**src/rtl/uart_tx_scheduler.sv**
```systemverilog
// ---------------------------------------------------------------------------
// uart_tx_scheduler
//
// Purpose:
//    Sends the local player's state (id, x, y, collision) to the UART TX FIFO
//    as a 6-byte nibble packet. Each byte carries an opcode in the low nibble
//    and a payload nibble in the high nibble, which is the format the receive
//    side decoder expects. A packet is started on a frame tick when this is
//    the first packet, when the state has changed since the last packet, or
//    when the refresh interval has elapsed. Writes stall while the FIFO is
//    full, so bytes are never dropped or duplicated.
//
// Parameters:
//    REFRESH_FRAMES  frame ticks after which a packet is forced even with no
//                    change (must be >= 1)
//
// Ports:
//    clk              in   system clock
//    rst              in   synchronous, active-high reset
//    frame_tick       in   one-cycle pulse per video frame
//    tx_enable        in   link active; low = no new packets are started
//    local_id  [1:0]  in   player id carried in the SELECT byte
//    local_x   [7:0]  in   current local x position
//    local_y   [7:0]  in   current local y position
//    local_collision  in   current local collision flag
//    tx_full          in   UART TX FIFO full
//    w_data    [7:0]  out  byte to the FIFO (valid while sending)
//    wr_uart          out  FIFO write strobe, one byte per high cycle
//    busy             out  packet in progress
//    pkt_done         out  one-cycle pulse after the last byte is written
// ---------------------------------------------------------------------------
module uart_tx_scheduler #(
   parameter int REFRESH_FRAMES = 60
) (
   input  logic       clk,
   input  logic       rst,
   input  logic       frame_tick,
   input  logic       tx_enable,
   input  logic [1:0] local_id,
   input  logic [7:0] local_x,
   input  logic [7:0] local_y,
   input  logic       local_collision,
   input  logic       tx_full,
   output logic [7:0] w_data,
   output logic       wr_uart,
   output logic       busy,
   output logic       pkt_done
);

   // The refresh counter only ever needs to reach REFRESH_FRAMES-1.
   localparam int CNT_W = (REFRESH_FRAMES > 1) ? $clog2(REFRESH_FRAMES) : 1;
   localparam logic [CNT_W-1:0] CNT_MAX = CNT_W'(REFRESH_FRAMES - 1);
   localparam logic [2:0] LAST_IDX = 3'd5;

   typedef enum logic [1:0] {
      IDLE = 2'd0,
      SEND = 2'd1,
      DONE = 2'd2
   } state_t;

   state_t           r_state;
   state_t           w_stateNext;

   logic [2:0]       r_idx;

   // Snapshot of the packet in flight; the bytes are built only from these.
   logic [1:0]       r_snapId;
   logic [7:0]       r_snapX;
   logic [7:0]       r_snapY;
   logic             r_snapCol;

   // Values carried by the most recently started packet, for change detection.
   logic [1:0]       r_lastId;
   logic [7:0]       r_lastX;
   logic [7:0]       r_lastY;
   logic             r_lastCol;

   logic             r_pending;
   logic             r_firstPkt;
   logic [CNT_W-1:0] r_refreshCnt;

   logic             w_changed;
   logic             w_startCond;
   logic             w_launch;
   logic             w_idleTick;
   logic             w_doneEval;
   logic [7:0]       w_sendByte;

   // A packet is due if none has been sent yet, the state differs from what
   // was last sent, or the refresh interval has run out.
   assign w_changed   = ({local_id, local_x, local_y, local_collision} !=
                         {r_lastId, r_lastX, r_lastY, r_lastCol});
   assign w_startCond = r_firstPkt || w_changed || (r_refreshCnt >= CNT_MAX);

   // In DONE a tick that arrived while busy (or arrives right now) is
   // evaluated as though it had just come in while idle.
   assign w_doneEval  = (r_pending || frame_tick) && tx_enable;

   // Byte encoder: low nibble is the opcode (equal to the byte index),
   // high nibble is the payload. y is sent high nibble first.
   always_comb begin
      w_sendByte = 8'h00;
      case (r_idx)
         3'd0:    w_sendByte = {2'b00, r_snapId, 4'h0};
         3'd1:    w_sendByte = {r_snapX[3:0], 4'h1};
         3'd2:    w_sendByte = {r_snapX[7:4], 4'h2};
         3'd3:    w_sendByte = {r_snapY[7:4], 4'h3};
         3'd4:    w_sendByte = {r_snapY[3:0], 4'h4};
         3'd5:    w_sendByte = {3'b000, r_snapCol, 4'h5};
         default: w_sendByte = 8'h00;
      endcase
   end

   // State register.
   always_ff @(posedge clk) begin
      if (rst) begin
         r_state <= IDLE;
      end else begin
         r_state <= w_stateNext;
      end
   end

   // Next-state and output decode. w_launch starts a new packet,
   // w_idleTick marks a send evaluation that did not start one (the refresh
   // counter advances on those).
   always_comb begin
      w_stateNext = r_state;
      w_launch    = 1'b0;
      w_idleTick  = 1'b0;
      wr_uart     = 1'b0;
      w_data      = 8'h00;
      busy        = 1'b0;
      pkt_done    = 1'b0;
      case (r_state)
         IDLE: begin
            if (frame_tick && tx_enable) begin
               if (w_startCond) begin
                  w_launch    = 1'b1;
                  w_stateNext = SEND;
               end else begin
                  w_idleTick  = 1'b1;
               end
            end
         end
         SEND: begin
            busy    = 1'b1;
            wr_uart = !tx_full;
            w_data  = w_sendByte;
            if (!tx_full && (r_idx == LAST_IDX)) begin
               w_stateNext = DONE;
            end
         end
         DONE: begin
            busy     = 1'b1;
            pkt_done = 1'b1;
            if (w_doneEval && w_startCond) begin
               w_launch    = 1'b1;
               w_stateNext = SEND;
            end else begin
               w_idleTick  = w_doneEval;
               w_stateNext = IDLE;
            end
         end
         default: begin
            w_stateNext = IDLE;
         end
      endcase
   end

   // Packet bookkeeping: snapshot/last-sent capture, byte index, refresh
   // counter and first-packet flag.
   always_ff @(posedge clk) begin
      if (rst) begin
         r_idx        <= 3'd0;
         r_snapId     <= 2'd0;
         r_snapX      <= 8'd0;
         r_snapY      <= 8'd0;
         r_snapCol    <= 1'b0;
         r_lastId     <= 2'd0;
         r_lastX      <= 8'd0;
         r_lastY      <= 8'd0;
         r_lastCol    <= 1'b0;
         r_refreshCnt <= '0;
         r_firstPkt   <= 1'b1;
      end else begin
         if (w_launch) begin
            r_idx        <= 3'd0;
            r_snapId     <= local_id;
            r_snapX      <= local_x;
            r_snapY      <= local_y;
            r_snapCol    <= local_collision;
            r_lastId     <= local_id;
            r_lastX      <= local_x;
            r_lastY      <= local_y;
            r_lastCol    <= local_collision;
            r_refreshCnt <= '0;
            r_firstPkt   <= 1'b0;
         end else begin
            if (wr_uart) begin
               r_idx <= r_idx + 3'd1;
            end
            if (w_idleTick && (r_refreshCnt != CNT_MAX)) begin
               r_refreshCnt <= r_refreshCnt + 1'b1;
            end
         end
      end
   end

   // Ticks during a packet collapse into a single pending request, which is
   // consumed in DONE. Dropping tx_enable discards any pending request.
   always_ff @(posedge clk) begin
      if (rst) begin
         r_pending <= 1'b0;
      end else if (r_state == SEND) begin
         if (!tx_enable) begin
            r_pending <= 1'b0;
         end else if (frame_tick) begin
            r_pending <= 1'b1;
         end
      end else begin
         r_pending <= 1'b0;
      end
   end

endmodule

```
**config.mk**
```make
export PLATFORM = sky130hd
export DESIGN_NAME = uart_tx_scheduler
export DESIGN_NICKNAME = d
export VERILOG_FILES = /design/src/rtl/uart_tx_scheduler.sv
export SDC_FILE = /design/constraint.sdc
export NUM_CORES = 1
export LEC_CHECK = 0
export BUFFER_PORTS_ARGS = -buffer_cell sky130_fd_sc_hd__buf_4
export CAP_MARGIN = 10
export CORE_UTILIZATION = 59
export CTS_BUF_LIST = sky130_fd_sc_hd__clkbuf_16
export CTS_CLUSTER_DIAMETER = 50
export DETAILED_ROUTE_END_ITERATION = 10
export GPL_ROUTABILITY_DRIVEN = 0
export GPL_TIMING_DRIVEN = 1
export PLACE_DENSITY = 0.84
export SYNTH_ARGS = -nofsm -noshare
export SYNTH_HDL_FRONTEND = slang
export SYNTH_SLANG_ARGS = --single-unit
```
**constraint.sdc**
```tcl
create_clock -name clk -period 3.5 [get_ports clk]
set_input_delay 0 -clock clk [delete_from_list [all_inputs] [get_ports clk]]
set_output_delay 0 -clock clk [all_outputs]
set_load 0.02 [all_outputs]
```
==> results.txt <==
The run finished, with violations left. The checks that failed: DRC. The diode insertion count for antenna repair came out at 0. After synthesis, the cell types taking the most area are sky130_fd_sc_hd__dfxtp_1, sky130_fd_sc_hd__mux2i_1, sky130_fd_sc_hd__xor2_1, sky130_fd_sc_hd__nor2_1, sky130_fd_sc_hd__ha_1. The most numerous cell on the critical path is sky130_fd_sc_hd__buf_4. The max-slew violation total from the final report is 0.

The number of synthesis warnings is 0. The starting density of the core came out at 63.6%. Summed over all instances, the cell type with the most area after synthesis is sky130_fd_sc_hd__dfxtp_1.

The leakage power total came out at 1.10 nW. The post-route worst hold slack is just over 0.004 ns. Summing all flip-flop and latch instances after layout gives 641 sq um. The signal on the critical path passes through dlygate4sd3_1 > buf_4 > xor2_1 > nor4_1 > nand2_1 > o21ai_2 > buf_4 > mux2i_1 > nor2_1. The initial antenna violation count came out at 0.

The number of rows in the core area came out at 19. Clock-pin slew was measured on the worst setup and hold paths at 0.05 ns. Counting along the longest clock path gives a buffer depth of 2. The total placed cells including tap cells is 251. The maximum number of pins on one net before global-route repair came out at 23.

The setup slack after placement is about 1.2 ns. For this run, the leading register cell type out of synthesis is sky130_fd_sc_hd__dfxtp_1. The final worst-path setup slack is between 1 and 1.5 ns.

The horizontal die dimension is 57.2 microns. The number of max-capacitance violations reported is 0. The number of design-rule violations left by the first detailed-router iteration came out at 227. The chip height is between 50 and 60 microns. The total cell area at the placement stage is 2050 sq um. The finished cells cover around 2300 sq um. The final-layout setup total negative slack came out at 0 ns. The number of instances in the synthesized netlist came out at 193.

The average size of a mapped cell came out at between 9 and 10 sq um. The ratio of total power to cell area came out at 443 nW/um^2. The die outline area came out at 3270 sq um. The critical path data arrival time came out at 2.61 ns. The total overflow left after global routing is 0. Once the clock tree was built, the setup fixing pass inserted 0 buffers. The mapped netlist covers around 1800 sq um. The number of placed I/O pins is 35. The end-of-flow core utilization came out at 81.9%.

The H-tree was split into 2 levels. The clock root buffer is sky130_fd_sc_hd__clkbuf_16. For this block, the via count after detailed routing is 1,674.

The top-area cell type share of the netlist area is 35.6%. The time the final worst path needs with I/O delays and setup is between 2 and 2.5 ns. The sequential-to-total area share from yosys stat came out at 35.6%. The fraction of the cycle the final worst path needs is 69.8%.

The number of antenna-violating nets in the routed design came out at 0. The slowest cell on the critical path is sky130_fd_sc_hd__dlygate4sd3_1. Across the VDD grid, the largest voltage drop is 0.395 mV. The worst endpoint required time came out at 3.66 ns.

Setup violations remaining at the end of the flow were counted as 0. The number of buffers created by CTS is 5. The core box area came out at 2830 sq um.

In this run the tightest slew margin relative to its limit is 61.5%. The global-route usage over all layers came out at roughly a third. The final number of hold-violating endpoints came out at 0.

The worst setup path is of the primary input to register kind. The share of layout cells above drive strength 1 came out at 19.5%. The relative area change from synthesis to final layout is 28.8%. The number of nets handed over by synthesis was 227. The area of the multi-input gates came out at 1090 sq um. Once detailed placement completed, the half-perimeter wirelength came to around 3200 microns. The path class of the tightest hold or removal check is primary input to register. The via count of the first global-routing pass was around 1,700. The number of nets at the end of the flow came out at 274.

The first-pass GRT wire length came out at about 7700 microns. The quantity of hold-fixing buffers added after cts came out at 13. The number of library cell types mapped by synthesis is 40. Clock latency on the worst-skew pair, taken at its later pin, is approximately 0.28 ns. For the pin with the worst max-slew slack, the measured transition is between 0.5 and 0.6 ns. The most common library cell in the layout ignoring fill and taps is sky130_fd_sc_hd__nor2_1. The detailed-route wire length per cell came out at around 18 microns. The clock tree from TritonCTS is built. The number of design rule violations left after detail routing came out at 4. The mean number of vias per cell came out at 6.15. The maximum clock rate came out at 409 MHz. The largest fanout of any net on the critical path came out at 13. Post-CTS repair changed the size of 0 cells. Leaving out fill and tap cells, the most frequent cells in the layout are sky130_fd_sc_hd__nor2_1, sky130_fd_sc_hd__buf_4, sky130_fd_sc_hd__dfxtp_1, sky130_fd_sc_hd__mux2i_1, sky130_fd_sc_hd__xor2_1. On the final layout, the worst clock skew is 0.00441 ns. The number of buffer cells added on primary ports came out at 33. The number of sinks driven by the clock tree came out at 32. The startpoint type of the worst setup path is a primary input.

The number of synthesized flops with an enable pin came out at 0. The pre-antenna-repair detailed-routing pass consisted of 7 iterations. The kind of end point of the critical path is a register. The finished layout holds 272 standard cells, fillers aside. The fraction of synthesis flops using an asynchronous set or reset pin is 0%.

The flip-flop and latch count after synthesis is 32. Setup repair after global routing left no endpoint under its margin. The number of fill cells in the layout is 164. The maximum single-stage delay on the critical path is 0.54 ns. The final wirelength came out at 4780 microns. The overall power of the completed layout is 1.03 mW.
## critical path: cells and delay by family
kind	cells	cell delay, ns
mux	1	0.27
simple gates	3	0.60
compound gates	1	0.54
buf+inv	3	1.04
xor+xnor	1	0.15
## cell usage after synthesis, drive strengths merged (3+ instances only)
| library cell | number |
|---|---|
| a21oi | 4 |
| a222oi | 4 |
| buf | 3 |
| clkbuf | 4 |
| dfxtp | 32 |
| ha | 10 |
| inv | 7 |
| mux2i | 20 |
| nand2 | 6 |
| nand3 | 3 |
| nand4 | 3 |
| nor2 | 39 |
| nor3 | 3 |
| nor4 | 5 |
| o21ai | 5 |
| xnor2 | 7 |
| xor2 | 17 |
## where the power goes
part           switching (mW)  internal (mW)  total, mW
logic                   0.111         0.0937      0.204
registers              0.0250          0.387      0.412
clock network           0.153          0.258      0.411
total                   0.289          0.738       1.03
## per-layer routing
metal | GRT usage, % | up-vias | share of wire [%]
met2 | 53.6 | 104 | 50
met5 | 0 | - | 0
met4 | 18.8 | 0 | 3.7
li1 | - | 773 | -
met3 | 7.71 | 20 | 8.0
met1 | 36.0 | 777 | 38
## cell families after synthesis
logic type | synth area share [%]
XOR/XNOR | 11.7
AND/OR/NAND/NOR | 19.0
buffers and inverters | 3.96
flip-flops | 35.6
other | 0.208
AO/OA/AOI/OAI | 11.5
multiplexers | 11.1
adder cells (fa/ha/maj) | 6.95
## path summary, 6_finish.rpt
path	start	endpoint	slack [ns]	depth (start not counted)
setup / recovery	local_x[7]	r_lastY[2]	1.06	9
hold / removal	local_x[1]	r_lastX[1]	0.004	3
setup reg to reg	r_lastX[7]	r_lastY[2]	1.11	7
hold reg to reg	r_firstPkt	r_firstPkt	0.46	2
## sequential cells by signal, summed over array words and instances, names as in the netlist
name / flops
r_lastY: 8
r_pending: 1
r_refreshCnt: 6
r_idx: 3
r_lastCol: 1
r_lastId: 2
r_state: 2
r_firstPkt: 1
r_lastX: 8
## layout make-up
cell class              instances  share of cell area [%]
clock buffers                   5                    5.40
well taps                      31                    1.67
inverters                       7                    1.13
repair buffers                 47                    16.6
multi-input cells             147                    46.9
flip-flops and latches         32                    27.6
clock inverters                 3                   0.594
(Power assumes the default switching activity.)
